==> src/rtl/uart_pkg.sv <==
// uart_pkg: shared channel FSM states and parity encodings for the UART transmitter.
package uart_pkg;
  typedef enum logic [2:0] {IDLE, START, DATA, PAR, STOP} state_e;
  localparam int PAR_NONE = 0;
  localparam int PAR_EVEN = 1;
  localparam int PAR_ODD  = 2;
endpackage

==> src/rtl/uart_tx_chan.sv <==
// uart_tx_chan: one independent UART transmit channel with its own bit counter, bit index and FSM.
module uart_tx_chan
  import uart_pkg::*;
#(
  parameter int CLKS_PER_BIT = 16,
  parameter int DATA_BITS    = 8,
  parameter int PARITY       = PAR_NONE,
  parameter int STOP_BITS    = 1
) (
  input  logic                 clk,
  input  logic                 rst_n,
  input  logic                 tx_valid,
  input  logic [DATA_BITS-1:0] tx_data,
  output logic                 tx_ready,
  output logic                 tx_busy,
  output logic                 tx_pin
);
  localparam int CW = $clog2(CLKS_PER_BIT);
  state_e               state_q, state_d;
  logic [CW-1:0]        cnt_q, cnt_d;
  logic [2:0]           idx_q, idx_d;
  logic [DATA_BITS-1:0] sh_q, sh_d;
  logic                 par_q, par_d, pin_q, pin_d, busy_q, busy_d, ready_q, ready_d;
  logic                 last, accept;
  assign last     = cnt_q == CW'(CLKS_PER_BIT - 1);
  assign accept   = tx_valid && ready_q;
  assign tx_ready = ready_q;
  assign tx_busy  = busy_q;
  assign tx_pin   = pin_q;
  // Acceptance only happens in IDLE or the last stop cycle, so it takes priority over bit stepping.
  always_comb begin
    state_d = state_q;
    cnt_d   = (state_q == IDLE || last) ? '0 : cnt_q + 1'b1;
    idx_d   = idx_q;
    sh_d    = sh_q;
    par_d   = par_q;
    if (accept) begin
      state_d = START;
      sh_d    = tx_data;
      par_d   = ^tx_data ^ (PARITY == PAR_ODD);
      idx_d   = '0;
    end else if (last) begin
      case (state_q)
        START: begin
          state_d = DATA;
          idx_d   = '0;
        end
        DATA: begin
          sh_d  = sh_q >> 1;
          idx_d = idx_q + 1'b1;
          if (idx_q == 3'(DATA_BITS - 1)) begin
            state_d = (PARITY != PAR_NONE) ? PAR : STOP;
            idx_d   = '0;
          end
        end
        PAR: begin
          state_d = STOP;
          idx_d   = '0;
        end
        STOP: begin
          if (idx_q == 3'(STOP_BITS - 1)) state_d = IDLE;
          else idx_d = idx_q + 1'b1;
        end
        default: state_d = IDLE;
      endcase
    end
    ready_d = state_d == IDLE ||
              (state_d == STOP && idx_d == 3'(STOP_BITS - 1) && cnt_d == CW'(CLKS_PER_BIT - 1));
    busy_d  = state_d != IDLE;
    pin_d   = state_d == START ? 1'b0 : state_d == DATA ? sh_d[0] : state_d == PAR ? par_d : 1'b1;
  end
  always_ff @(posedge clk or negedge rst_n) begin
    if (!rst_n) begin
      state_q <= IDLE;
      cnt_q   <= '0;
      idx_q   <= '0;
      sh_q    <= '0;
      par_q   <= 1'b0;
      pin_q   <= 1'b1;
      busy_q  <= 1'b0;
      ready_q <= 1'b1;
    end else begin
      state_q <= state_d;
      cnt_q   <= cnt_d;
      idx_q   <= idx_d;
      sh_q    <= sh_d;
      par_q   <= par_d;
      pin_q   <= pin_d;
      busy_q  <= busy_d;
      ready_q <= ready_d;
    end
  end
endmodule

==> src/rtl/uart_tx_multi.sv <==
// uart_tx_multi: NUM_CH fully independent UART transmit channels sharing only the clock and reset.
module uart_tx_multi
  import uart_pkg::*;
#(
  parameter int NUM_CH       = 3,
  parameter int CLKS_PER_BIT = 16,
  parameter int DATA_BITS    = 8,
  parameter int PARITY       = PAR_NONE,
  parameter int STOP_BITS    = 1
) (
  input  logic                        clk,
  input  logic                        rst_n,
  input  logic [NUM_CH-1:0]           tx_valid,
  input  logic [NUM_CH*DATA_BITS-1:0] tx_data,
  output logic [NUM_CH-1:0]           tx_ready,
  output logic [NUM_CH-1:0]           tx_busy,
  output logic [NUM_CH-1:0]           tx_pin
);
  for (genvar i = 0; i < NUM_CH; i++) begin : g_ch
    uart_tx_chan #(
      .CLKS_PER_BIT(CLKS_PER_BIT),
      .DATA_BITS   (DATA_BITS),
      .PARITY      (PARITY),
      .STOP_BITS   (STOP_BITS)
    ) u_chan (
      .clk     (clk),
      .rst_n   (rst_n),
      .tx_valid(tx_valid[i]),
      .tx_data (tx_data[i*DATA_BITS +: DATA_BITS]),
      .tx_ready(tx_ready[i]),
      .tx_busy (tx_busy[i]),
      .tx_pin  (tx_pin[i])
    );
  end
endmodule

==> config.mk <==
export PLATFORM = sky130hd
export DESIGN_NAME = uart_tx_multi
export DESIGN_NICKNAME = d
export VERILOG_FILES = /design/src/rtl/uart_pkg.sv /design/src/rtl/uart_tx_chan.sv /design/src/rtl/uart_tx_multi.sv
export SDC_FILE = /design/constraint.sdc
export NUM_CORES = 1
export LEC_CHECK = 0
export ABC_AREA = 1
export CAP_MARGIN = 30
export CORE_AREA = 8 8 110 132
export CTS_CLUSTER_DIAMETER = 60
export DETAILED_ROUTE_END_ITERATION = 8
export DIE_AREA = 0 0 118 140
export SETUP_SLACK_MARGIN = 0.5
export SLEW_MARGIN = 30
export SYNTH_ARGS = -nofsm -noshare
export SYNTH_HDL_FRONTEND = slang
export SYNTH_SLANG_ARGS = --single-unit
export TNS_END_PERCENT = 20
==> constraint.sdc <==
create_clock -name clk -period 1.6 [get_ports clk]
set_input_delay 0.4 -clock clk [delete_from_list [all_inputs] [get_ports clk]]
set_output_delay 0.4 -clock clk [all_outputs]
set_load 0.01 [all_outputs]
# After elaboration in Yosys (flattened, before gate mapping)

Index checks and enable logic that the tools add are counted.

Reductions and logical operators: 45
Equal/unequal tests: 33
Add/subtract/negate cells: 6
Mux-type cells: 54

Operators with widths:

| operator              | number |
|---|---|
| $mux W3               | 24 |
| $mux W8               | 9 |
| $eq A3 B2 Y1 const B  | 12 |
| $logic_not A3 Y1      | 12 |
| $pmux W3 S4           | 3 |
| $eq A3 B3 Y1 const B  | 9 |
| $pmux W3 S3           | 3 |
| $eq A4 B4 Y1 const B  | 6 |
| $reduce_xor A8 Y1     | 3 |
| $eq A3 B1 Y1 const B  | 6 |
| $add A4 B1 Y4 const B | 3 |
| $mux W1               | 12 |
| $mux W4               | 3 |
| $reduce_bool A2 Y1    | 6 |
| $add A3 B1 Y3 const B | 3 |
| $logic_and A1 B1 Y1   | 9 |
| $reduce_bool A3 Y1    | 3 |
| $logic_or A1 B1 Y1    | 6 |
| $reduce_and A2 Y1     | 3 |
| $reduce_or A2 Y1      | 3 |

Word-level logic and storage cells: 165
Register bits: 66
Output and inout bits: 9
Input bits: 29

# Depth between registers and ports, before layout

Gate-level depths: netlist of the first run.

Depth in word-level cells: 9
Mapped depth: 13
Mapped depth without buffers: 13

# By module

A second synthesis of the first run with hierarchy kept.

Cells, all modules: 457
Area, all modules: 3707.3 µm²

Modules (own cells, without submodules):

| module                        | cells an instance | seq. area each (µm²) | instances | area an instance (µm²) |
|---|---|---|---|---|
| uart_tx_chan (g_ch[0].u_chan) | 151               | 553.0                | 1         | 1255.0 |
| uart_tx_chan (g_ch[2].u_chan) | 153               | 553.0                | 1         | 1243.7 |
| uart_tx_chan (g_ch[1].u_chan) | 153               | 553.0                | 1         | 1208.7 |

# Least setup slack after synthesis of the first run

Ideal clock, no wire load.

Kind: register -> register
Start point: reg g_ch[2].u_chan.idx_q[0]
End point: reg g_ch[2].u_chan.ready_q
Cell stages (with the launch flop): 12
Slack: 0.124 ns
Period minus slack after synthesis: 1.476 ns
Data arrival time: 1.395 ns
Setup time: 0.082 ns
Path buffers: 0
Required time: 1.518 ns
Cells stage by stage: dfrtp_1 > ha_1 > ha_1 > nor2_1 > nand3_1 > nand3_1 > nand2_1 > inv_2 > nor2_4 > inv_1 > nor2_2 > o21bai_1

Longest elaborated chain between the ends: 9
Elaborated cells between the ends (all ways): 19
Classes of those cells: add/sub: 1; eq/ne: 2; mux: 10; reduce/logical: 6

RTL lines:

| element                                          | RTL line                               | RTL |
|---|---|---|
| start, declared                                  | uart_tx_chan.sv:21                     | `logic [2:0] idx_q, idx_d;` |
| start signal, assigned                           | uart_tx_chan.sv:85                     | `idx_q <= idx_d;` |
| $add A3 B1 Y3, or another cell as far along      | uart_tx_chan.sv:50, uart_tx_chan.sv:62 |  |
| $mux W3, on equally long branches                | uart_tx_chan.sv:61, uart_tx_chan.sv:51 |  |
| $pmux W3 S3 or $pmux W3 S4 (tied branches)       | uart_tx_chan.sv:43                     | `case (state_q)` |
| $mux W3                                          | uart_tx_chan.sv:42                     | `end else if (last) begin` |
| $mux W3                                          | uart_tx_chan.sv:37                     | `if (accept) begin` |
| $logic_not A3 Y1 or $eq A3 B3 Y1 (tied branches) | uart_tx_chan.sv:68                     | `(state_d == STOP && idx_d == 3'(STOP_BITS - 1) && cnt_d == CW'(CLKS_PER_BIT - 1));` |
| $logic_and A1 B1 Y1 (2 in series)                | uart_tx_chan.sv:68                     |  |
| $logic_or A1 B1 Y1 *                             | uart_tx_chan.sv:67                     | `ready_d = state_d == IDLE \|\|` |
| via g_ch[2].u_chan.ready_d                       | uart_tx_chan.sv:23                     | `logic par_q, par_d, pin_q, pin_d, busy_q, busy_d, ready_q, ready_d;` |
| end signal, assigned                             | uart_tx_chan.sv:90                     | `ready_q <= ready_d;` |
| end, declared                                    | uart_tx_chan.sv:23                     |  |

Mark *: on every way through the listed nets, which the timed path passes. The rest lies on a longest branch.
A chain may end at the register's enable or synchronous reset.

# Worst setup path after layout of the first run

Same ends and word-level chain as after synthesis.

==> run metrics, run 1 <==
status finished, final reports clean; hpwl dp 6110 um; Root Driver clkbuf_16; P_int 0.00446 W; P_leak 2.63 nW; most frequent cells in the layout nand2_1 (79), dfrtp_1 (51), buf_4 (44); Synth Area in Simple Gates 25.6%; largest net degree at the start of global routing 67; grt met1 use 12.7%; Syn Std Cell Area 3650 um2; WL final 9030 um; htree depth 3; most common cell after layout, fill and taps aside nand2_1; # rows 45; relative slew slack 76.2%; share of layout cells above drive strength 1 45.7%; CTS Hold Bufs 0; die area 16500 um2; synth unique cells 39; ranking of synthesized cells by area dfrtp_1 (41%), nand2_1 (12%), inv_1 (5.9%); post-synthesis register bit count 66; crit share post-route 96.9%; most used routing layer met2; post-synthesis async set-or-reset flop share 100%; Worst Hold Class input pin to asynchronous set/reset pin; antenna cell count 0; die width 118 um; Sw Ratio 33.9%; Fmax achieved 645 MHz; GR met3 Demand/Resource 2.57%; post-place setup slack -94.4 ps; Synth Area in Compound Gates 9.84%; register area share after synthesis 45.5%; Critical Path Sink Type flop; Slew @ Worst Pin 358 ps; CTS tree built; Syn Area/Cell 8.31 um2; share of Yosys cell area claimed by the top area cell type 41.1%; Slowest cell on crit path dfrtp_1; Final GP Congestion 0.809; first-pass GRT wire length 14600 um; final setup margin 49.1 ps; Core Util, Final 44.5%; Clock Tree Buf Depth 2; DRC violations left 0; vias in the first global route 3244; PortBufs 37; Die H 140 um; total power 0.00675 W; Num CTS Buffers 9; Gate power share 33.9%; Min Hold Slack 81.0 ps; worst stage delay on the critical path 400 ps; main combinational cell family by area after synthesis simple AND/OR/NAND/NOR gates; core area 12400 um2; min Tclk post-route 1550 ps; grt met2 use 18.0%; WP data required 1850 ps; mux cell area share after synthesis 0%; Sequential Area 1670 um2; maximum vdd ir drop 0.707 mV; PwrDens 1220 nW/um2; final setup fails 0; CTS sink count 66; initial core utilization 29.3%; initial antenna violation count 0; total vias in the final route 3209; RSZ-0062 raised after global routing yes; vias per cell 4.58; Mapped Cells 439; yosys warns 0; area grow syn2layout 51.6%; top_reg_cell synth dfrtp_1; Antenna Nets Post-Route 0; Fin Clk Skew 7.57 ps; routed len/inst 12.9 um; Post-Synth XOR/XNOR Area 6.24%; Post-synth EDFFs 0; CP Max Fanout 3; NetSw 0.00228 W; Clk Latency, worst-skew pair 330 ps; area of the multi-input gates 2240 um2; max_cap viols 0; DR iter-0 viols 111; Adder-Cell Fraction of Synth Area 4.11%; nets 572; Top-Level Pins 38; CTS clk-pin slew, worst paths 60 ps; gr ovfl total 0; drt first pass iters 4; Flop pwr share 37.7%; all-layer global routing usage 10.6%; critical path data arrival time 1810 ps; critical path class flop to flop; fill count 1159; fin. max-slew vios 0; CP cell instances ha_2, ha_4, nor2_4, nand3_2, nand3_2, nand2_2, inv_2, nor2_4, inv_2, nor2_2, o21bai_1; Mapped Nets 480; Fin. Hold Viols 0; post-synth top area cell dfrtp_1; startpoint type of the worst setup path flop; clock network power share 28.5%
-- area by class of cell --
class	instances	share of cell area, %
Multi-Input combinational cell	298	40.4
Sequential cell	66	30.2
Timing Repair Buffer	93	15.6
Inverter	63	4.68
Clock buffer	9	4.07
Tap cell	164	3.71
Clock inverter	7	1.27
-- per-layer routing --
layer	vias up	wire (um)
met5	-	0
li1	1592	-
met4	0	180
met3	16	314
met2	50	4710
met1	1551	3820
-- registers in the layout (all words and copies together) (netlist names) --
register	flops
g_ch.u_chan.sh_q	24
g_ch.u_chan.cnt_q	12
g_ch.u_chan.idx_q	9
g_ch.u_chan.state_q	9
g_ch.u_chan.par_q	3
g_ch.u_chan.tx_busy	3
g_ch.u_chan.tx_pin	3
g_ch.u_chan.tx_ready	3
-- per-stage QoR --
step                      instance area (um2)  instances  setup TNS (ps)
after floorplan                          3770        439               0
after global placement                   4540        664            -311
after detailed placement                 4540        664            -543
after CTS                                5010        692               0
after global routing                     5530        700           -52.7
final                                    5530        700               0
-- power groups by stage --
stage          Clock, W  Sequential (W)  Combinational, W
2_1_floorplan         0         0.00241           0.00127
3_3_place_gp          0         0.00247           0.00173
3_5_place_dp          0         0.00248           0.00178
4_1_cts         0.00197         0.00247           0.00197
5_1_grt         0.00203         0.00260           0.00254
6_report        0.00192         0.00254           0.00228
-- critical path, delay by kind of cell, from the launching register on --
kind,cells,cell delay [ps]
buffers and inverters,2,150
AO/OA/AOI/OAI,1,150
adder cells (fa/ha/maj),2,350
flip-flops,1,400
AND/OR/NAND/NOR,6,420
-- synthesized netlist by cell type (3+ instances only) --
master    count
a21oi_1       5
nor2_2        5
nand3_2       5
inv_1        57
inv_2         4
xnor2_1      17
ha_1         12
nand4_1       7
dfstp_2       6
dfrtp_1      60
o211ai_1      4
nand2_1     114
nand3_1      30
xor2_1        9
a22oi_1      12
o21ai_0      15
buf_4         9
a21oi_2       4
o21ai_1       3
nand2_2       6
nor2_1       31
-- kinds of logic (layout without fill, tap and decap cells) --
group,count (synthesis),after routing
adders and majority gates,12,12
xor gates and xnor gates,26,26
and+or+nand+nor,206,206
buffers and inverters,75,172
DFF,66,66
AOI/OAI and AO/OA,54,54
-- worst paths after layout --
| kind | slack, ps | from | endpoint | cells past startpoint |
|---|---|---|---|---|
| max | 50 | g_ch[2].u_chan.idx_q[0]$_DFF_PN0_ | g_ch[2].u_chan.tx_ready$_DFF_PN1_ | 11 |
| min | 80 | rst_n | g_ch[2].u_chan.sh_q[7]$_DFFE_PN0P_ | 2 |
| max reg2reg | 50 | g_ch[2].u_chan.idx_q[0]$_DFF_PN0_ | g_ch[2].u_chan.tx_ready$_DFF_PN1_ | 11 |
| min reg2reg | 480 | g_ch[2].u_chan.sh_q[7]$_DFFE_PN0P_ | g_ch[2].u_chan.sh_q[6]$_DFFE_PN0P_ | 2 |
| max in group asynchronous | 1190 | rst_n | g_ch[0].u_chan.tx_pin$_DFF_PN1_ | 2 |
| min in group clk | 400 | tx_data[14] | g_ch[1].u_chan.sh_q[6]$_DFFE_PN0P_ | 3 |
-- what timing repair did --
action,in CTS,in global routing
setup buffers,12,8
gates resized for setup,61,143
pin swaps,13,80
endpoints found under the setup margin,67,73
gates cloned,0,0
No activity file was read; power rests on OpenSTA's default activity.
==> inputs of run 2 (changes only) <==
- CORE_AREA: 8 8 110 132 -> 8 8 120 122
- DIE_AREA: 0 0 118 140 -> 0 0 128 130
==> run 2 against run 1 <==
Die area is 0.73% higher; critical endpoint is now g_ch[0].u_chan.tx_pin$_DFF_PN1_; combinational power decreased by 5%; via count grew 0.25%; first-iteration DRC count increased by 36%; largest cell class unchanged; final area grew 1.3%; register-to-register slack worse by 70 ps; the flow now finishes with violations (negative setup slack).
==> run metrics, run 2 (synthesis gave the netlist of run 1 again) <==
Slew @ Worst Pin 357 ps (-0.982 ps); crit share post-route 101% (+4.4 points); RR Startpoint g_ch[0].u_chan.idx_q[0]$_DFF_PN0_; post-place setup slack -185 ps (-90.5 ps); Fin. Hold Viols 0 (unchanged); fill count 1191 (+2.8%); Worst Hold Class input pin to asynchronous set/reset pin; total vias in the final route 3217 (+0.25%); Clk Latency, worst-skew pair 330 ps (about the same); startpoint type of the worst setup path flop; Die H 130 um (-7.1%); CP cell instances ha_2, ha_4, buf_4, buf_6, o21ai_4, nand3_2, o21ai_2, or2_1, nand4_1; Fmax achieved 617 MHz (-4.4%); share of layout cells above drive strength 1 42.0% (-3.7 points); final setup margin -21.5 ps (-70.7 ps); biggest regs g_ch.u_chan.sh_q: 24 flops, g_ch.u_chan.cnt_q: 12 flops; # rows 41 (-8.9%); nets 569 (-0.52%); Slowest cell on crit path dfrtp_1; CTS tree built; gr ovfl total 0 (unchanged); most frequent cells in the layout nand2_1 (90), dfrtp_1 (53), inv_1 (44); CTS sink count 66 (unchanged); total power 0.00689 W (+2.1%); CP bufs+invs 2 (unchanged); fin. max-slew vios 0 (unchanged); drt first pass iters 4 (unchanged); grt met2 use 17.3% (-0.66 points); htree depth 3 (unchanged); initial core utilization 29.4% (+0.068 points); Critical R2R Capture g_ch[0].u_chan.tx_pin$_DFF_PN1_; Flop pwr share 37.1% (-0.6 points); Most flops, register g_ch.u_chan.sh_q; all-layer global routing usage 10.5% (-0.10 points); Core Util, Final 45.2% (+0.70 points); Sw Ratio 32.6% (-1.3 points); Final GP Congestion 0.841 (+4.0%); DR iter-0 viols 151 (+36%); first-pass GRT wire length 14300 um (-1.6%); hpwl dp 5970 um (-2.3%); max reg flops 24 (unchanged); CP delay by family, top flip-flops; antenna cell count 0 (unchanged); grt met1 use 12.6% (-0.072 points); CP Max Fanout 3 (unchanged); Root Driver clkbuf_16; initial antenna violation count 0 (unchanged); final setup fails 1 (+1); CTS clk-pin slew, worst paths 60 ps (about the same); DRC violations left 0 (unchanged); PortBufs 37 (unchanged); GR met3 Demand/Resource 3.67% (+1.1 points); routed len/inst 12.9 um (+0.30%); vias per cell 4.56 (-0.46%); NetSw 0.00225 W (-1.7%); Num CTS Buffers 9 (unchanged); worst reg2reg setup slack -20 ps (-70 ps); most used routing layer met2; area grow syn2layout 53.7%; critical path class flop to flop; min Tclk post-route 1620 ps (+70.7 ps); clock network power share 31.3% (+2.8 points); Antenna Nets Post-Route 0 (unchanged); most common cell after layout, fill and taps aside nand2_1; Gate power share 31.5% (-2.4 points); status finished, violations left; core area 12400 um2 (-0.23%); final std cells w/o fill 705 (+0.71%); WP data required 1840 ps (about the same); dpl cells 671 (+1.1%); worst-case reg-to-reg path depth 9 (-2); Fin Clk Skew 8.80 ps (+1.23 ps); die width 128 um (+8.5%); worst stage delay on the critical path 400 ps (about the same); relative slew slack 76.2% (about the same); max_cap viols 0 (unchanged); vias in the first global route 3199 (-1.4%); critical path data arrival time 1870 ps (+60 ps); WL final 9120 um (+1.0%); Top-Level Pins 38 (unchanged); largest net degree at the start of global routing 67 (unchanged); RSZ-0062 raised after global routing yes; PwrDens 1230 nW/um2 (+0.76%); P_leak 2.64 nW (+0.52%); Clock Tree Buf Depth 2 (unchanged); P_int 0.00464 W (+4.1%); die area 16600 um2 (+0.73%); Critical Path Sink Type flop; maximum vdd ir drop 0.513 mV (-27%); failing checks negative setup slack
==> run 2: changes by cell type in the layout (fill, tap and decap cells not counted), moves of 3 or more <==
| cell | delta |
|---|---|
| nand2_4 | +3 |
| ha_2 | -4 |
| nor2_2 | -3 |
| dlymetal6s2s_1 | -4 |
| o21ai_4 | +3 |
| clkinvlp_4 | -4 |
| nor2_1 | +3 |
| clkdlybuf4s50_1 | +4 |
| inv_2 | -4 |
| nand2_2 | -14 |
| nand2_1 | +11 |
| buf_4 | -3 |
==> run 2: layer usage <==
| layer | share of wire [%] | vias up |
|---|---|---|
| met5 | 0 | - |
| met4 | 0.90 | 0 |
| met3 | 4.2 | 8 |
| met2 | 52 | 48 |
| met1 | 43 | 1573 |
| li1 | - | 1588 |
==> run 2: timing repair <==
action                                 4_1_cts  5_1_grt
pin swaps                                   13       78
setup buffers                                5       13
endpoints found under the hold margin        0        0
gates resized for setup                     62      133
setup endpoints to repair                   66       73
hold buffers                                 0        0
==> run 2: per-stage QoR <==
step	area (um2)	setup TNS [ps]	hold WS (ps)
floorplan	3770	0	104
global placement	4550	-347	451
detailed placement	4550	-631	446
CTS	5010	0	91.5
global route	5610	-304	109
finish	5610	-21.5	79.9
==> run 2: cell type report <==
| type | count | area, um2 | share of cell area [%] |
|---|---|---|---|
| Clock inverter | 4 | 73.8 | 1.32 |
| Clock buffer | 12 | 256 | 4.57 |
| Inverter | 63 | 269 | 4.80 |
| Tap cell | 172 | 215 | 3.84 |
| Timing Repair Buffer | 90 | 842 | 15.0 |
| Multi-Input combinational cell | 298 | 2280 | 40.7 |
| Sequential cell | 66 | 1670 | 29.7 |
==> run 2: power by group through the flow <==
stage	clock, W	sequential, W	combinational (W)
final	0.00216	0.00256	0.00217
after global routing	0.00230	0.00261	0.00243
after floorplan	0	0.00241	0.00127
after detailed placement	0	0.00249	0.00176
after CTS	0.00221	0.00249	0.00189
after global placement	0	0.00247	0.00171
==> run 2: how the worst max path moves through the flow <==
stage	startpoint	to	slack, ps	cells past startpoint
5_1_grt	g_ch[0].u_chan.idx_q[1]$_DFF_PN0_	g_ch[0].u_chan.tx_ready$_DFF_PN1_	-100	12
4_1_cts	g_ch[0].u_chan.idx_q[0]$_DFF_PN0_	g_ch[0].u_chan.tx_ready$_DFF_PN1_	90	12
2_1_floorplan	g_ch[2].u_chan.idx_q[1]$_DFF_PN0_	g_ch[2].u_chan.tx_ready$_DFF_PN1_	130	11
3_3_place_gp	tx_data[4]	g_ch[0].u_chan.par_q$_DFF_PN0_	-150	5
6_report	g_ch[0].u_chan.idx_q[0]$_DFF_PN0_	g_ch[0].u_chan.tx_pin$_DFF_PN1_	-20	9
3_5_place_dp	tx_data[6]	g_ch[0].u_chan.par_q$_DFF_PN0_	-180	5
==> inputs of run 3 (changes only) <==
--- a/config.mk
+++ b/config.mk
@@ -12,6 +12,6 @@
 export DETAILED_ROUTE_END_ITERATION = 8
 export DIE_AREA = 0 0 128 130
+export RECOVER_POWER = 100
 export SETUP_SLACK_MARGIN = 0.5
-export SLEW_MARGIN = 30
 export SYNTH_ARGS = -nofsm -noshare
 export SYNTH_HDL_FRONTEND = slang
==> constraint.sdc (replaced) <==
create_clock -name clk -period 1.6 [get_ports clk]
set_input_delay 0.24 -clock clk [delete_from_list [all_inputs] [get_ports clk]]
set_output_delay 0.24 -clock clk [all_outputs]
set_load 0.01 [all_outputs]
==> run 3 against run 2 <==
The flow now finishes without violations; maximum frequency rose by 5.8%; flip-flop and latch count did not move; register-to-register slack improved by 90 ps; worst setup slack improved by 89 ps; sequential share of layout area rose by 4.2 points; total power fell by 9.4%; combinational power fell by 15%; final cell count fell by 3.8%; non-clock buffer count fell by 27; hold slack improved by 400 ps; global-route usage rose by 0.12 points.
==> run metrics, run 3 (synthesis gave the netlist of run 1 again) <==
most frequent cells in the layout nand2_1 (105), dfrtp_1 (56), inv_1 (51); final std cells w/o fill 678 (-3.8%); critical path class flop to output port; hold depth 2; P_leak 2.27 nW (-14%); hpwl dp 5890 um (-1.4%); max_cap viols 0 (unchanged); maximum vdd ir drop 0.811 mV (+58%); first-pass GRT wire length 14200 um (-1.2%); area grow syn2layout 34.4%; CP Max Fanout 1 (-2); PwrDens 1270 nW/um2 (+3.6%); startpoint type of the worst setup path flop; vias per cell 4.55 (-0.25%); CP Launch Point g_ch[2].u_chan.tx_busy$_DFF_PN0_; Fin Clk Skew 5.93 ps (-2.87 ps); all-layer global routing usage 10.6% (+0.12 points); CTS tree built; total power 0.00624 W (-9.4%); Antenna Nets Post-Route 0 (unchanged); setup TNS 0 ps (+21.5 ps); hold path startpoint g_ch[0].u_chan.sh_q[6]$_DFFE_PN0P_; crit share post-route 95.8% (-5.6 points); Clk Latency, worst-skew pair 330 ps (about the same); share of layout cells above drive strength 1 24.7% (-17 points); # rows 41 (unchanged); Fin. Hold Viols 0 (unchanged); CTS sink count 66 (unchanged); RSZ-0062 raised after global routing yes; RR Startpoint g_ch[2].u_chan.idx_q[0]$_DFF_PN0_; initial core utilization 29.4% (unchanged); DRC violations left 0 (unchanged); Slew @ Worst Pin 926 ps (+569 ps); relative slew slack 38.3% (-38 points); CTS clk-pin slew, worst paths 60 ps (about the same); max reg flops 24 (unchanged); Slowest cell on crit path dlygate4sd3_1; worst-case reg-to-reg path depth 11 (+2); total vias in the final route 3086 (-4.1%); Critical R2R Capture g_ch[2].u_chan.tx_ready$_DFF_PN1_; core area 12400 um2 (unchanged); initial antenna violation count 0 (unchanged); drt first pass iters 4 (unchanged); status finished, final reports clean; die width 128 um (unchanged); Critical Path Sink Type output port; Clock Tree Buf Depth 2 (unchanged); largest net degree at the start of global routing 67 (unchanged); Final GP Congestion 0.801 (-4.8%); CP bufs+invs 1 (-1); most common cell after layout, fill and taps aside nand2_1; WL final 8430 um (-7.6%); critical path depth 1 (-8); Fmax achieved 653 MHz (+5.8%); die area 16600 um2 (unchanged); critical path data arrival time 1290 ps (-580 ps); Worst Hold Class flop to flop; Top-Level Pins 38 (unchanged); worst reg2reg setup slack 70 ps (+90 ps); htree depth 3 (unchanged); worst stage delay on the critical path 600 ps (+200 ps); CP cell instances dlygate4sd3_1; fin. max-slew vios 0 (unchanged); PortBufs 37 (unchanged); DR iter-0 viols 209 (+38%); antenna cell count 0 (unchanged); Most flops, register g_ch.u_chan.sh_q; routed len/inst 12.4 um (-3.9%); biggest regs g_ch.u_chan.sh_q: 24 flops, g_ch.u_chan.cnt_q: 12 flops; min Tclk post-route 1530 ps (-89.2 ps); gr ovfl total 0 (unchanged); Worst Hold Path EP g_ch[0].u_chan.sh_q[5]$_DFFE_PN0P_; WP data required 1360 ps (-480 ps); CP delay by family, top buffers and inverters; vias in the first global route 3144 (-1.7%); final setup fails 0 (-1); nets 542 (-4.7%); Die H 130 um (unchanged); Root Driver clkbuf_16; dpl cells 646 (-3.7%); Num CTS Buffers 9 (unchanged)
[run 3: final cells by class]
cell class	instances	area, um2
fillers	1241	7510
multi-input cells	298	1950
flip-flops and latches	66	1660
repair buffers	63	536
inverters	63	253
clock buffers	10	229
well taps	172	215
clock inverters	6	57.6
[run 3: timing repair]
item                                   in CTS  in global routing
pin swaps                                  13                 19
gates resized for setup                    46                 38
endpoints found under the hold margin      60                  0
buffers inserted                            8                  7
setup endpoints to repair                  64                 73
hold buffers                                1                  0
[run 3: worst max-delay path by stage]
stage / to
final: tx_busy[2]
after global routing: g_ch[2].u_chan.tx_ready$_DFF_PN1_
after CTS: g_ch[0].u_chan.tx_ready$_DFF_PN1_
after detailed placement: g_ch[2].u_chan.tx_ready$_DFF_PN1_
after global placement: g_ch[2].u_chan.tx_ready$_DFF_PN1_
after floorplan: g_ch[2].u_chan.tx_ready$_DFF_PN1_
[run 3: stage by stage]
step	instance area (um2)	setup slack, ps	utilization (%)	hold WS [ps]
after floorplan	3770	130	-	-55.6
after global placement	4350	44.6	35.1	287
after detailed placement	4350	19.9	35.1	294
after CTS	4790	91.5	38.6	478
after global routing	4900	7.95	39.5	500
final	4900	67.7	39.5	477
[run 3: per-layer routing]
| metal | part of all wire [%] | up-vias | global-route usage [%] |
|---|---|---|---|
| li1 | - | 1535 | - |
| met1 | 45 | 1496 | 12.0 |
| met2 | 50 | 49 | 18.0 |
| met3 | 3.5 | 6 | 3.96 |
| met4 | 0.90 | 0 | 4.13 |
| met5 | 0 | - | 0 |
[run 3: power by group]
group,total [W],leakage [nW],internal [W],switching (W)
registers,0.00250,0.804,0.00213,0.000369
logic,0.00184,1.33,0.000840,0.000995
clock network,0.00190,0.142,0.00119,0.000708
